==> src/rtl/sum_gather_8.sv <==
`default_nettype none
// ============================================================================
// Module      : sum_gather_8
// Description : Stream-to-frame gatherer. Packs 32-bit stream words into
//               8-word frames presented in parallel for a combinational
//               8-input summer. Double-buffered: a fill bank collects the
//               next frame while the output bank waits for the consumer.
//               Frames closed early by in_last are zero-padded.
// Ports       : clk, rst_n (sync, active-low)
//               in_data/in_valid/in_last/in_ready : input word stream
//               w_0..w_7, out_count, out_valid/out_ready : frame output
// Revision    : 1.0 - initial release
// ============================================================================
module sum_gather_8 #(
    parameter int LEN = 32
) (
    input  logic           clk,
    input  logic           rst_n,
    input  logic [LEN-1:0] in_data,
    input  logic           in_valid,
    input  logic           in_last,
    output logic           in_ready,
    output logic [LEN-1:0] w_0,
    output logic [LEN-1:0] w_1,
    output logic [LEN-1:0] w_2,
    output logic [LEN-1:0] w_3,
    output logic [LEN-1:0] w_4,
    output logic [LEN-1:0] w_5,
    output logic [LEN-1:0] w_6,
    output logic [LEN-1:0] w_7,
    output logic [3:0]     out_count,
    output logic           out_valid,
    input  logic           out_ready
);

    typedef enum logic [0:0] {
        S_FILL = 1'b0,
        S_FULL = 1'b1
    } state_t;

    state_t         r_state;
    state_t         w_state_next;

    logic [LEN-1:0] r_fill [8];
    logic [LEN-1:0] r_out  [8];
    logic [2:0]     r_idx;
    logic [3:0]     r_fcnt;
    logic [3:0]     r_out_count;
    logic           r_out_valid;

    logic           w_beat;
    logic           w_close;
    logic           w_xfer;

    // in_ready depends on registered state only, so no combinational path
    // from the consumer back to the producer.
    assign in_ready = (r_state == S_FILL);
    assign w_beat   = in_valid && in_ready;
    assign w_close  = w_beat && ((r_idx == 3'd7) || in_last);
    // The output bank is free when empty or being drained this very cycle.
    assign w_xfer   = (r_state == S_FULL) && (!r_out_valid || out_ready);

    // ------------------------------------------------------------------
    // Fill state machine
    // ------------------------------------------------------------------
    always_ff @(posedge clk) begin
        if (!rst_n) begin
            r_state <= S_FILL;
        end else begin
            r_state <= w_state_next;
        end
    end

    always_comb begin
        w_state_next = r_state;
        case (r_state)
            S_FILL:  if (w_close) w_state_next = S_FULL;
            S_FULL:  if (w_xfer)  w_state_next = S_FILL;
            default: w_state_next = S_FILL;
        endcase
    end

    // ------------------------------------------------------------------
    // Fill side: index and word count of the frame being collected
    // ------------------------------------------------------------------
    always_ff @(posedge clk) begin
        if (!rst_n) begin
            r_idx  <= 3'd0;
            r_fcnt <= 4'd0;
        end else if (w_beat) begin
            if (w_close) begin
                r_idx  <= 3'd0;
                r_fcnt <= {1'b0, r_idx} + 4'd1;
            end else begin
                r_idx  <= r_idx + 3'd1;
            end
        end
    end

    // Fill bank carries no reset: entries at or above r_fcnt are masked to
    // zero on transfer, so stale contents can never reach the outputs.
    always_ff @(posedge clk) begin
        if (w_beat) begin
            r_fill[r_idx] <= in_data;
        end
    end

    // ------------------------------------------------------------------
    // Output bank
    // ------------------------------------------------------------------
    always_ff @(posedge clk) begin
        if (!rst_n) begin
            for (int k = 0; k < 8; k++) begin
                r_out[k] <= '0;
            end
        end else if (w_xfer) begin
            for (int k = 0; k < 8; k++) begin
                r_out[k] <= (k < int'(r_fcnt)) ? r_fill[k] : '0;
            end
        end
    end

    // A coinciding handshake and transfer keeps out_valid high: the new
    // frame replaces the consumed one with no bubble.
    always_ff @(posedge clk) begin
        if (!rst_n) begin
            r_out_valid <= 1'b0;
            r_out_count <= 4'd0;
        end else if (w_xfer) begin
            r_out_valid <= 1'b1;
            r_out_count <= r_fcnt;
        end else if (r_out_valid && out_ready) begin
            r_out_valid <= 1'b0;
        end
    end

    assign w_0       = r_out[0];
    assign w_1       = r_out[1];
    assign w_2       = r_out[2];
    assign w_3       = r_out[3];
    assign w_4       = r_out[4];
    assign w_5       = r_out[5];
    assign w_6       = r_out[6];
    assign w_7       = r_out[7];
    assign out_count = r_out_count;
    assign out_valid = r_out_valid;

endmodule
`default_nettype wire

==> config.mk <==
export PLATFORM = sky130hd
export DESIGN_NAME = sum_gather_8
export DESIGN_NICKNAME = d
export VERILOG_FILES = /design/src/rtl/sum_gather_8.sv
export SDC_FILE = /design/constraint.sdc
export NUM_CORES = 1
export LEC_CHECK = 0
export CORE_ASPECT_RATIO = 0.6
export CORE_MARGIN = 2
export CORE_UTILIZATION = 35
export CTS_CLUSTER_DIAMETER = 100
export DETAILED_ROUTE_END_ITERATION = 7
export GPL_TIMING_DRIVEN = 0
export PLACE_DENSITY = 0.67
export SYNTH_ARGS = -nofsm -noshare
export SYNTH_HDL_FRONTEND = slang
export SYNTH_SLANG_ARGS = --single-unit
export TNS_END_PERCENT = 1
==> constraint.sdc <==
create_clock -name clk -period 9.8 [get_ports clk]
set_input_delay 1.47 -clock clk [delete_from_list [all_inputs] [get_ports clk]]
set_output_delay 1.47 -clock clk [all_outputs]
set_load 0.01 [all_outputs]
==> out/metrics.cfg <==
[status]
outcome=complete, no violations

[synth]
synth_edf_count=512
ys_ff_latch=525
yosysWarnings=0
synth_area_um2=17800
synthFlopType=edfxtp_1
async_flop_share_pct=0
syn_area_per_cell_um2=20.3
synth_top_cell_area_share_pct=86.2
yosysSeqAreaShare_pct=87.6
synth.most_common_cell=edfxtp_1
syn_inst=880
yosysTopAreaCell=edfxtp_1
syn-num-nets=919
synthTopCellsByArea=edfxtp_1 86%, and2_1 7.9%, dfxtp_1 1.5%
synthTopCellsByCount=512 x edfxtp_1, 224 x and2_1, 32 x and3_1
synth.distinct_cells=31

[power]
power.density_nw_per_um2=196
p_total_mw=4.65
vdd_drop_max_v=0.000115
power.leakage_nw=8.26

[routing]
dr_total_vias=8812
routed_wl_mm=41.7
drt-vias-per-instance=4.44
first_iter_violations=733
drc_errors=0
wl_per_cell_um=21.0
ant_nets=0
firstDrtPassIters=6

[global_routing]
grt_pass1_vias=8744
grt_max_degree=71
grt_overflow=0
grt_pass1_wl_mm=58.9
antenna_found_initial=3
grtUsageTotal_pct=15.7

[clocking]
cts.sinks=525
cts_buffers=49
hold_buffers=0
cts_tree=yes
clk_latency_ns=0.59
post_cts_buffers=0
cts_buffer_depth=3
clk_pin_slew_ns=0.06
h-tree-depth=2
cts_resized=0
root_buffer=clkbuf_16

[die]
dieWidth_um=295
ios=299
num_rows=64
die_h_um=179
core_region_area_um2=50600
start_util_pct=35.3
die-area_um2=52900

[timing]
hold-worst-slack_ns=0.476
fmax_ghz=0.277
fin_ws_ns=6.19
skew_ns=0.0287
finalSetupViolations=0
hold_viol=0
worst_pin_slew_ns=1.01
tns_ns=0
slew_violations=0
fin_crit_ns=3.61
rsz0062_at_grt=false
slew_headroom_pct=32.3
period_share_pct=36.9

[critical_path]
cp-end-kind=flip-flop
crit_type=primary input to flip-flop
cp.required_ns=10.07
start_kind=primary input
crit_arrival_ns=3.88
critPathMaxFanout=70

[placement]
gp_congestion=0.775
dpl_cell_area_um2=22100
dp_slack_ns=5.58
dp.cells=1894
port_buffers=298
place.detailed.hpwl_mm=28.1

[cells_and_area]
fillers=4324
layout.cells.non_filler=1984
fin_nets=1291
final_layout_size_suffix_gt1_share_pct=9.46
design_area_um2=23700
fin_util_pct=46.8
areaGrowthSynthToFinish_pct=32.6

[flow_run]
cap_violations=0

[hold_path]
hold_class=flip-flop to flip-flop

==> final cells by class <==
| cell class | count | area [um^2] | share of cell area, % |
|---|---|---|---|
| multi-input cells | 321 | 2100 | 8.88 |
| clock buffers | 55 | 1250 | 5.28 |
| plain buffers | 33 | 156 | 0.661 |
| well taps | 693 | 867 | 3.66 |
| clock inverters | 34 | 315 | 1.33 |
| inverters | 1 | 3.75 | 0.0159 |
| repair buffers | 321 | 3330 | 14.1 |
| diodes | 1 | 2.50 | 0.0106 |
| flip-flops and latches | 525 | 15600 | 66.1 |
==> registers in the layout, indices dropped and copies added, names as in the netlist <==
| register | cells |
|---|---|
| r_idx | 3 |
| r_fill | 256 |
| r_out | 256 |
| r_fcnt | 4 |
| r_state | 1 |
| out_valid | 1 |
| out_count | 4 |
==> cell usage in the layout (no fill, tap or decap), types with 2 or more instances in the layout <==
master / count
buf_4: 3
clkinv_8: 3
and2_1: 224
buf_12: 2
inv_6: 3
nor3_2: 8
buf_2: 5
nor2_4: 3
nand3_1: 3
and3_1: 32
edfxtp_1: 512
nand2b_1: 5
clkbuf_16: 49
clkinv_1: 13
clkinv_2: 6
buf_16: 5
nand2_1: 14
o21ai_0: 2
nand2_4: 2
o41ai_1: 3
bufinv_16: 4
clkbuf_1: 28
clkdlybuf4s50_1: 298
buf_6: 15
mux2i_1: 7
nor2b_1: 2
nor2_1: 2
ha_1: 2
clkinvlp_4: 4
clkbuf_2: 3
dfxtp_1: 13
==> metal layers <==
metal	GRT usage, %	vias to the layer above	routed length (um)	part of all wire (%)
li1	-	4029	-	-
met1	20.8	4432	18000	43
met5	0	-	0	0
met2	25.2	286	19600	47
met3	4.80	65	3220	7.7
met4	3.87	0	877	2.1
==> worst paths after layout <==
check	slack, ns	endpoint	startpoint	cells past startpoint
worst max-delay path	6.19	r_out[0][37]	rst_n	6
worst min-delay path	0.48	out_count[3]	out_count[3]	2
worst max register to register	7.32	r_out[0][37]	out_valid	7
worst min register to register	0.48	out_count[3]	out_count[3]	2
==> power by group <==
group	internal (mW)	leakage, nW	total [mW]	switching (mW)
Sequential	2.53	5.11	2.55	0.0204
Combinational	0.108	2.40	0.232	0.125
Clock	1.03	0.752	1.86	0.832
Total	3.67	8.26	4.65	0.977
==> cells by family (layout without fill, tap and decap cells) <==
group	Yosys count	in the layout	share of synthesized area, %
AO/OA/AOI/OAI	11	11	0.463
AND/OR/NAND/NOR	301	301	10.5
adder cells (fa/ha/maj)	2	2	0.140
flip-flops	525	525	87.6
other	0	1	0
multiplexers	7	7	0.393
buffers and inverters	34	444	0.898
==> worst max-delay path, stage by stage <==
cell and delay (ns):
clkdlybuf4s50_1 0.63, clkbuf_1 0.41, buf_2 0.34, nand2_4 0.34
buf_16 0.34, buf_16 0.25
No activity file was read; power rests on OpenSTA's default activity.
